### src/rtl/video_timing_monitor.sv
// rtl/video_timing_monitor.sv - passive hs/vs/de timing measurement and lock monitor
module video_timing_monitor #(
   parameter int          X_BITS          = 12,
   parameter int          Y_BITS          = 12,
   parameter int          LOCK_FRAMES     = 3,
   parameter logic [23:0] WATCHDOG_CYCLES = 24'd4_000_000
) (
   input  logic              clk_in,
   input  logic              reset,
   input  logic              hs_in,
   input  logic              vs_in,
   input  logic              de_in,
   input  logic [X_BITS-1:0] exp_h_total,
   input  logic [X_BITS-1:0] exp_h_active,
   input  logic [Y_BITS-1:0] exp_v_total,
   input  logic [Y_BITS-1:0] exp_v_active,
   output logic [X_BITS-1:0] h_total,
   output logic [X_BITS-1:0] h_active,
   output logic [Y_BITS-1:0] v_total,
   output logic [Y_BITS-1:0] v_active,
   output logic              meas_valid,
   output logic              frame_match,
   output logic              locked,
   output logic              no_signal,
   output logic [15:0]       unlock_count
);

   typedef enum logic [1:0] {
      ST_UNLOCKED = 2'd0,
      ST_ACQUIRE  = 2'd1,
      ST_LOCKED   = 2'd2
   } state_t;

   localparam logic [X_BITS-1:0] X_ONE       = X_BITS'(1);
   localparam logic [Y_BITS-1:0] Y_ONE       = Y_BITS'(1);
   localparam logic [3:0]        LOCK_TARGET = 4'(LOCK_FRAMES);

   logic              hs_rise;
   logic              vs_rise;
   logic              meas_evt;
   logic              wd_evt;
   logic              frame_ok;

   logic              hs_dly_q,        hs_dly_d;
   logic              vs_dly_q,        vs_dly_d;
   logic [X_BITS-1:0] h_cnt_q,         h_cnt_d;
   logic [X_BITS-1:0] line_period_q,   line_period_d;
   logic [X_BITS-1:0] de_cnt_q,        de_cnt_d;
   logic [X_BITS-1:0] line_active_q,   line_active_d;
   logic [Y_BITS-1:0] line_cnt_q,      line_cnt_d;
   logic [Y_BITS-1:0] line_de_cnt_q,   line_de_cnt_d;
   logic              line_mismatch_q, line_mismatch_d;
   logic              first_line_q,    first_line_d;
   logic              seen_vs_q,       seen_vs_d;
   logic [23:0]       wd_cnt_q,        wd_cnt_d;
   logic [X_BITS-1:0] h_total_q,       h_total_d;
   logic [X_BITS-1:0] h_active_q,      h_active_d;
   logic [Y_BITS-1:0] v_total_q,       v_total_d;
   logic [Y_BITS-1:0] v_active_q,      v_active_d;
   logic              meas_valid_q,    meas_valid_d;
   logic              frame_match_q,   frame_match_d;
   logic              locked_q,        locked_d;
   logic              no_signal_q,     no_signal_d;
   logic [15:0]       unlock_count_q,  unlock_count_d;
   logic [3:0]        good_cnt_q,      good_cnt_d;
   state_t            state_q,         state_d;

   // Line and frame measurement, capture at frame close, and the vs watchdog
   always_comb begin
      hs_rise         = hs_in & ~hs_dly_q;
      vs_rise         = vs_in & ~vs_dly_q;
      hs_dly_d        = hs_in;
      vs_dly_d        = vs_in;
      h_cnt_d         = h_cnt_q;
      line_period_d   = line_period_q;
      de_cnt_d        = de_cnt_q;
      line_active_d   = line_active_q;
      line_cnt_d      = line_cnt_q;
      line_de_cnt_d   = line_de_cnt_q;
      line_mismatch_d = line_mismatch_q;
      first_line_d    = first_line_q;
      seen_vs_d       = seen_vs_q;
      wd_cnt_d        = wd_cnt_q;
      h_total_d       = h_total_q;
      h_active_d      = h_active_q;
      v_total_d       = v_total_q;
      v_active_d      = v_active_q;
      meas_valid_d    = 1'b0;
      frame_match_d   = frame_match_q;
      no_signal_d     = no_signal_q;
      meas_evt        = 1'b0;
      wd_evt          = 1'b0;
      frame_ok        = 1'b0;

      if (hs_rise) begin
         line_period_d = h_cnt_q;
         h_cnt_d       = X_ONE;
         if (de_cnt_q != '0) begin
            line_active_d = de_cnt_q;
            line_de_cnt_d = (line_de_cnt_q == '1) ? line_de_cnt_q : line_de_cnt_q + Y_ONE;
         end
         de_cnt_d   = de_in ? X_ONE : '0;
         line_cnt_d = (line_cnt_q == '1) ? line_cnt_q : line_cnt_q + Y_ONE;
         // The first period after vs straddles the frame boundary, so it is not compared
         if (!first_line_q && (h_cnt_q != line_period_q)) begin
            line_mismatch_d = 1'b1;
         end
         first_line_d = 1'b0;
      end else begin
         h_cnt_d = (h_cnt_q == '1) ? h_cnt_q : h_cnt_q + X_ONE;
         if (de_in) begin
            de_cnt_d = (de_cnt_q == '1) ? de_cnt_q : de_cnt_q + X_ONE;
         end
      end

      // Uses the post-hs values so a coincident hs edge is credited to the closing frame
      frame_ok = (line_period_d == exp_h_total) && (line_active_d == exp_h_active) &&
                 (line_cnt_d == exp_v_total) && (line_de_cnt_d == exp_v_active) &&
                 !line_mismatch_d;

      if (vs_rise) begin
         if (seen_vs_q) begin
            meas_evt      = 1'b1;
            meas_valid_d  = 1'b1;
            h_total_d     = line_period_d;
            h_active_d    = line_active_d;
            v_total_d     = line_cnt_d;
            v_active_d    = line_de_cnt_d;
            frame_match_d = frame_ok;
         end
         seen_vs_d       = 1'b1;
         line_cnt_d      = '0;
         line_de_cnt_d   = '0;
         line_mismatch_d = 1'b0;
         first_line_d    = 1'b1;
         wd_cnt_d        = '0;
         no_signal_d     = 1'b0;
      end else if (wd_cnt_q != WATCHDOG_CYCLES) begin
         wd_cnt_d = wd_cnt_q + 24'd1;
         if (wd_cnt_q == WATCHDOG_CYCLES - 24'd1) begin
            wd_evt      = 1'b1;
            no_signal_d = 1'b1;
            seen_vs_d   = 1'b0;
         end
      end
   end

   // Lock state machine, stepped by each measurement or watchdog expiry
   always_comb begin
      state_d        = state_q;
      good_cnt_d     = good_cnt_q;
      unlock_count_d = unlock_count_q;
      if (meas_evt || wd_evt) begin
         case (state_q)
            ST_UNLOCKED: begin
               if (meas_evt && frame_ok) begin
                  good_cnt_d = 4'd1;
                  state_d    = (LOCK_FRAMES == 1) ? ST_LOCKED : ST_ACQUIRE;
               end
            end
            ST_ACQUIRE: begin
               if (meas_evt && frame_ok) begin
                  good_cnt_d = good_cnt_q + 4'd1;
                  if ((good_cnt_q + 4'd1) == LOCK_TARGET) begin
                     state_d = ST_LOCKED;
                  end
               end else begin
                  good_cnt_d = 4'd0;
                  state_d    = ST_UNLOCKED;
               end
            end
            ST_LOCKED: begin
               if (!(meas_evt && frame_ok)) begin
                  good_cnt_d = 4'd0;
                  state_d    = ST_UNLOCKED;
                  if (unlock_count_q != 16'hFFFF) begin
                     unlock_count_d = unlock_count_q + 16'd1;
                  end
               end
            end
            default: begin
               good_cnt_d = 4'd0;
               state_d    = ST_UNLOCKED;
            end
         endcase
      end
      locked_d = (state_d == ST_LOCKED);
   end

   // State registers with synchronous reset
   always_ff @(posedge clk_in) begin
      if (reset) begin
         hs_dly_q        <= 1'b0;
         vs_dly_q        <= 1'b0;
         h_cnt_q         <= '0;
         line_period_q   <= '0;
         de_cnt_q        <= '0;
         line_active_q   <= '0;
         line_cnt_q      <= '0;
         line_de_cnt_q   <= '0;
         line_mismatch_q <= 1'b0;
         first_line_q    <= 1'b0;
         seen_vs_q       <= 1'b0;
         wd_cnt_q        <= '0;
         h_total_q       <= '0;
         h_active_q      <= '0;
         v_total_q       <= '0;
         v_active_q      <= '0;
         meas_valid_q    <= 1'b0;
         frame_match_q   <= 1'b0;
         locked_q        <= 1'b0;
         no_signal_q     <= 1'b0;
         unlock_count_q  <= '0;
         good_cnt_q      <= '0;
         state_q         <= ST_UNLOCKED;
      end else begin
         hs_dly_q        <= hs_dly_d;
         vs_dly_q        <= vs_dly_d;
         h_cnt_q         <= h_cnt_d;
         line_period_q   <= line_period_d;
         de_cnt_q        <= de_cnt_d;
         line_active_q   <= line_active_d;
         line_cnt_q      <= line_cnt_d;
         line_de_cnt_q   <= line_de_cnt_d;
         line_mismatch_q <= line_mismatch_d;
         first_line_q    <= first_line_d;
         seen_vs_q       <= seen_vs_d;
         wd_cnt_q        <= wd_cnt_d;
         h_total_q       <= h_total_d;
         h_active_q      <= h_active_d;
         v_total_q       <= v_total_d;
         v_active_q      <= v_active_d;
         meas_valid_q    <= meas_valid_d;
         frame_match_q   <= frame_match_d;
         locked_q        <= locked_d;
         no_signal_q     <= no_signal_d;
         unlock_count_q  <= unlock_count_d;
         good_cnt_q      <= good_cnt_d;
         state_q         <= state_d;
      end
   end

   assign h_total      = h_total_q;
   assign h_active     = h_active_q;
   assign v_total      = v_total_q;
   assign v_active     = v_active_q;
   assign meas_valid   = meas_valid_q;
   assign frame_match  = frame_match_q;
   assign locked       = locked_q;
   assign no_signal    = no_signal_q;
   assign unlock_count = unlock_count_q;

endmodule

### config.mk
export PLATFORM = sky130hd
export DESIGN_NAME = video_timing_monitor
export DESIGN_NICKNAME = d
export VERILOG_FILES = /design/src/rtl/video_timing_monitor.sv
export SDC_FILE = /design/constraint.sdc
export NUM_CORES = 1
export LEC_CHECK = 0
export ABC_AREA = 1
export CAP_MARGIN = 5
export CORE_UTILIZATION = 40
export DETAILED_ROUTE_END_ITERATION = 8
export PLACE_DENSITY_LB_ADDON = 0.1
export SLEW_MARGIN = 20
export SYNTH_ARGS = -nofsm -noshare
export SYNTH_HDL_FRONTEND = slang
export SYNTH_SLANG_ARGS = --single-unit
### constraint.sdc
create_clock -name clk_in -period 2.7 [get_ports clk_in]
set_input_delay 0.27 -clock clk_in [delete_from_list [all_inputs] [get_ports clk_in]]
set_output_delay 0.27 -clock clk_in [all_outputs]
set_load 0.01 [all_outputs]
==> results.toml <==
[power_and_ir_drop]
pwr_density_cell_nw_per_um2 = 472
worst_ir_drop_vdd_uv = 316
combPwrFrac = 0.175
cellInternalPower_uw = 4510
power_leakage_uw = 0.00588
power.share.sequential = 0.431
total_power_uw = 6300
power.switching_uw = 1790
power_frac_clock = 0.394
power.share.switching = 0.284

[routing]
avgViaCountPerCell = 4.89
drt_drc_violations_left = 0
dr_total_vias = 10420
detail_route.first_pass.iterations = 5
drt_iter0_markers = 667
avgRoutedWirePerCell_um = 14.2
number_of_nets_with_antenna_violations_after_detailed_routing = 0
wirelength_um = 30300

[run_status]
status = "completed"

[global_route]
grt_antenna_before_repair = 0
global_route_wire_length_before_repair_um = 47400
global_route.overflow_total = 0
grt_pass1_vias = 9399
pin_count_of_the_biggest_net_entering_global_routing = 57
total_track_usage = 0.244

[layout]
antenna-diode-count = 0
final_cells = 2129
fin_nets = 1860
drive_gt1_frac = 0.165
areaGrowthSynthToFinish_pct = 36.9

[logic_synthesis]
synth.lib_cells_used.distinct = 40
synth_edf_count = 0
synth_commonest_cells = "sky130_fd_sc_hd__nand2_1, sky130_fd_sc_hd__inv_1, sky130_fd_sc_hd__dfxtp_1"
post-synth-top-area-fraction = 0.359
yosys.cell_count.top_type = "sky130_fd_sc_hd__nand2_1"
synth_seq_cells = 175
share_of_synthesized_registers_carrying_an_async_set_or_reset = 0
netlist.top_cell.by_area = "sky130_fd_sc_hd__dfxtp_1"
mappedNetlistNets = 1600
yosysSeqAreaShare = 0.359
yosys-top-cells-area = "sky130_fd_sc_hd__dfxtp_1, sky130_fd_sc_hd__nand2_1, sky130_fd_sc_hd__inv_1, sky130_fd_sc_hd__nand3_1, sky130_fd_sc_hd__nor2_1"
syn_area_per_cell_um2 = 6.35
mappedNetlistArea_um2 = 9750
yosys_most_used_dff = "sky130_fd_sc_hd__dfxtp_1"
yosys_warnings = 0
syn_inst = 1537

[cts]
clk_transition_reported_paths_ns = 0.07
cts_buffers = 17
cts_tree = "yes"
clk_latency_worst_skew_pair_ns = 0.44
cts_max_path_buffers = 2
htreeDepth = 4
cts_root_buffer = "sky130_fd_sc_hd__clkbuf_16"
clock_sink_count = 175
cts_hold_repair.buffers = 0

[floorplanning]
io_pins = 121
die_h_um = 158
core-area_um2 = 23700
chipWidth_um = 158
start_util = 0.412
placement_rows = 56
die_area_um2 = 25000

[sta]
rsz0062_at_grt = "yes"
setup_viol = 0
maxSlewViolCount = 0
period_needed_ns = 2.61
slew-limit-headroom = 0.600
fin_worst_skew_ns = 0.0110
tightestPinTransition_ns = 0.594
finalHoldViolCount = 0
post-route-period-util = 0.966
timing.fmax_mhz = 383

[worst_setup_path]
critical_path_peak_fanout = 8
start_to_end_type_of_the_worst_setup_path = "reg2reg"
timing.critical_path.arrival_ns = 2.95
setup.worst_path.end_class = "register"
startpoint_type = "register"
worstPathRequired_ns = 3.04

[place]
port_buffers = 120
place.detailed.hpwl_um = 23000
final_weighted_congestion_in_routability_driven_placement = 0.902
dpl.cell_count = 2088

[hold_path]
worst_hold_path_type = "in2reg"

[run]
drv.max_cap_violation_count = 0
[critical path, stage by stage (launching register included)]
cell and delay [ns]:
sky130_fd_sc_hd__dfxtp_2 0.33, sky130_fd_sc_hd__inv_2 0.07, sky130_fd_sc_hd__ha_4 0.16, sky130_fd_sc_hd__nand3_4 0.08, sky130_fd_sc_hd__nor2_4 0.12, sky130_fd_sc_hd__nand2_4 0.11
sky130_fd_sc_hd__buf_12 0.16, sky130_fd_sc_hd__buf_6 0.13, sky130_fd_sc_hd__nand3_1 0.08, sky130_fd_sc_hd__nand2_2 0.06, sky130_fd_sc_hd__buf_4 0.14, sky130_fd_sc_hd__nand4_1 0.09
sky130_fd_sc_hd__nand2_1 0.07, sky130_fd_sc_hd__nor2_1 0.13, sky130_fd_sc_hd__nand3_2 0.10, sky130_fd_sc_hd__nor2_4 0.14, sky130_fd_sc_hd__nand2_4 0.10, sky130_fd_sc_hd__nand2_4 0.13
sky130_fd_sc_hd__buf_6 0.15, sky130_fd_sc_hd__o21bai_1 0.07, sky130_fd_sc_hd__inv_1 0.05, sky130_fd_sc_hd__nor2_1 0.03
[final cells by class]
| class | count | area, µm² |
|---|---|---|
| well taps | 319 | 399 |
| inverters | 238 | 896 |
| multi-input cells | 1079 | 5430 |
| fillers | 2388 | 10300 |
| repair buffers | 286 | 2540 |
| clock inverters | 13 | 126 |
| flip-flops and latches | 175 | 3510 |
| clock buffers | 19 | 453 |
[through the flow]
step	setup TNS [ns]	util	instance area, µm²	hold WS (ns)	worst slack (ns)
after detailed placement	-6.42	0.520	12300	0.449	-0.334
after CTS	0	0.546	12900	0.162	0.000334
after global placement	-5.80	0.520	12300	0.446	-0.291
final	0	0.564	13400	0.171	0.0915
after floorplan	0	-	9750	0.391	0.308
after global routing	-1.30	0.564	13400	0.186	-0.100
[what timing repair did]
action / CTS / global route
pin swaps: 1 / 42
gates resized for setup: 4 / 108
setup endpoints to repair: 21 / 28
buffers inserted: 3 / 7
endpoints found under the hold margin: 0 / 0
[flip-flops by register name (all words and copies together), names as in the netlist, 4 cells and up]
name	count
h_total	12
line_cnt_q	12
h_active	12
h_cnt_q	12
v_total	12
wd_cnt_q	24
good_cnt_q	4
line_period_q	12
de_cnt_q	12
line_de_cnt_q	12
line_active_q	12
v_active	12
unlock_count	16
[power groups by stage]
| stage | Sequential, µW | Clock [µW] | Combinational (µW) |
|---|---|---|---|
| floorplan | 2780 | 0 | 486 |
| global placement | 2770 | 0 | 1010 |
| detailed placement | 2770 | 0 | 1010 |
| CTS | 2710 | 2530 | 1030 |
| global route | 2720 | 2630 | 1200 |
| finish | 2710 | 2490 | 1100 |
[final timing paths]
check / start / cells past startpoint / slack, ns / end
worst max register to register: de_cnt_q[1] / 21 / 0.09 / unlock_count[12]
worst min register to register: no_signal / 2 / 0.46 / no_signal
worst max-delay path: de_cnt_q[1] / 21 / 0.09 / unlock_count[12]
worst min-delay path: reset / 2 / 0.17 / line_active_q[3]
[kinds of logic (layout without fill, tap and decap cells)]
logic type | count (synthesis) | in the layout | synth area share
fa+ha+maj | 10 | 10 | 0.0128
simple gates | 851 | 851 | 0.380
buf+inv | 283 | 556 | 0.117
compound gates | 194 | 194 | 0.109
xor+xnor | 24 | 24 | 0.0215
flops | 175 | 175 | 0.359
[routing by layer]
metal,GRT usage,routed length (µm)
met2,0.370,12900
met5,0,0
met3,0.0331,1630
met1,0.357,15300
met4,0.0710,459
[cells in the final DEF (no fill, tap or decap), types with 5 or more instances in the layout]
cell,Yosys,final
sky130_fd_sc_hd__a21oi_1,83,76
sky130_fd_sc_hd__a21oi_2,1,8
sky130_fd_sc_hd__buf_4,4,152
sky130_fd_sc_hd__buf_6,8,9
sky130_fd_sc_hd__clkbuf_16,0,17
sky130_fd_sc_hd__clkdlybuf4s50_1,0,118
sky130_fd_sc_hd__dfxtp_1,175,168
sky130_fd_sc_hd__dfxtp_2,0,7
sky130_fd_sc_hd__ha_1,10,9
sky130_fd_sc_hd__inv_1,234,230
sky130_fd_sc_hd__inv_2,3,5
sky130_fd_sc_hd__nand2_1,421,400
sky130_fd_sc_hd__nand2_2,6,22
sky130_fd_sc_hd__nand2_4,2,5
sky130_fd_sc_hd__nand3_1,138,130
sky130_fd_sc_hd__nand3_2,5,9
sky130_fd_sc_hd__nand3b_1,16,16
sky130_fd_sc_hd__nand4_1,37,37
sky130_fd_sc_hd__nor2_1,170,156
sky130_fd_sc_hd__nor2_2,6,13
sky130_fd_sc_hd__nor2_4,4,11
sky130_fd_sc_hd__nor3_1,33,26
sky130_fd_sc_hd__nor3_2,1,8
sky130_fd_sc_hd__nor4_1,7,6
sky130_fd_sc_hd__o211ai_1,21,21
sky130_fd_sc_hd__o21ai_0,68,63
sky130_fd_sc_hd__o21ai_1,4,8
sky130_fd_sc_hd__o21bai_1,8,8
sky130_fd_sc_hd__xnor2_1,13,13
sky130_fd_sc_hd__xor2_1,11,11
Power figures use the tool's default switching activity.
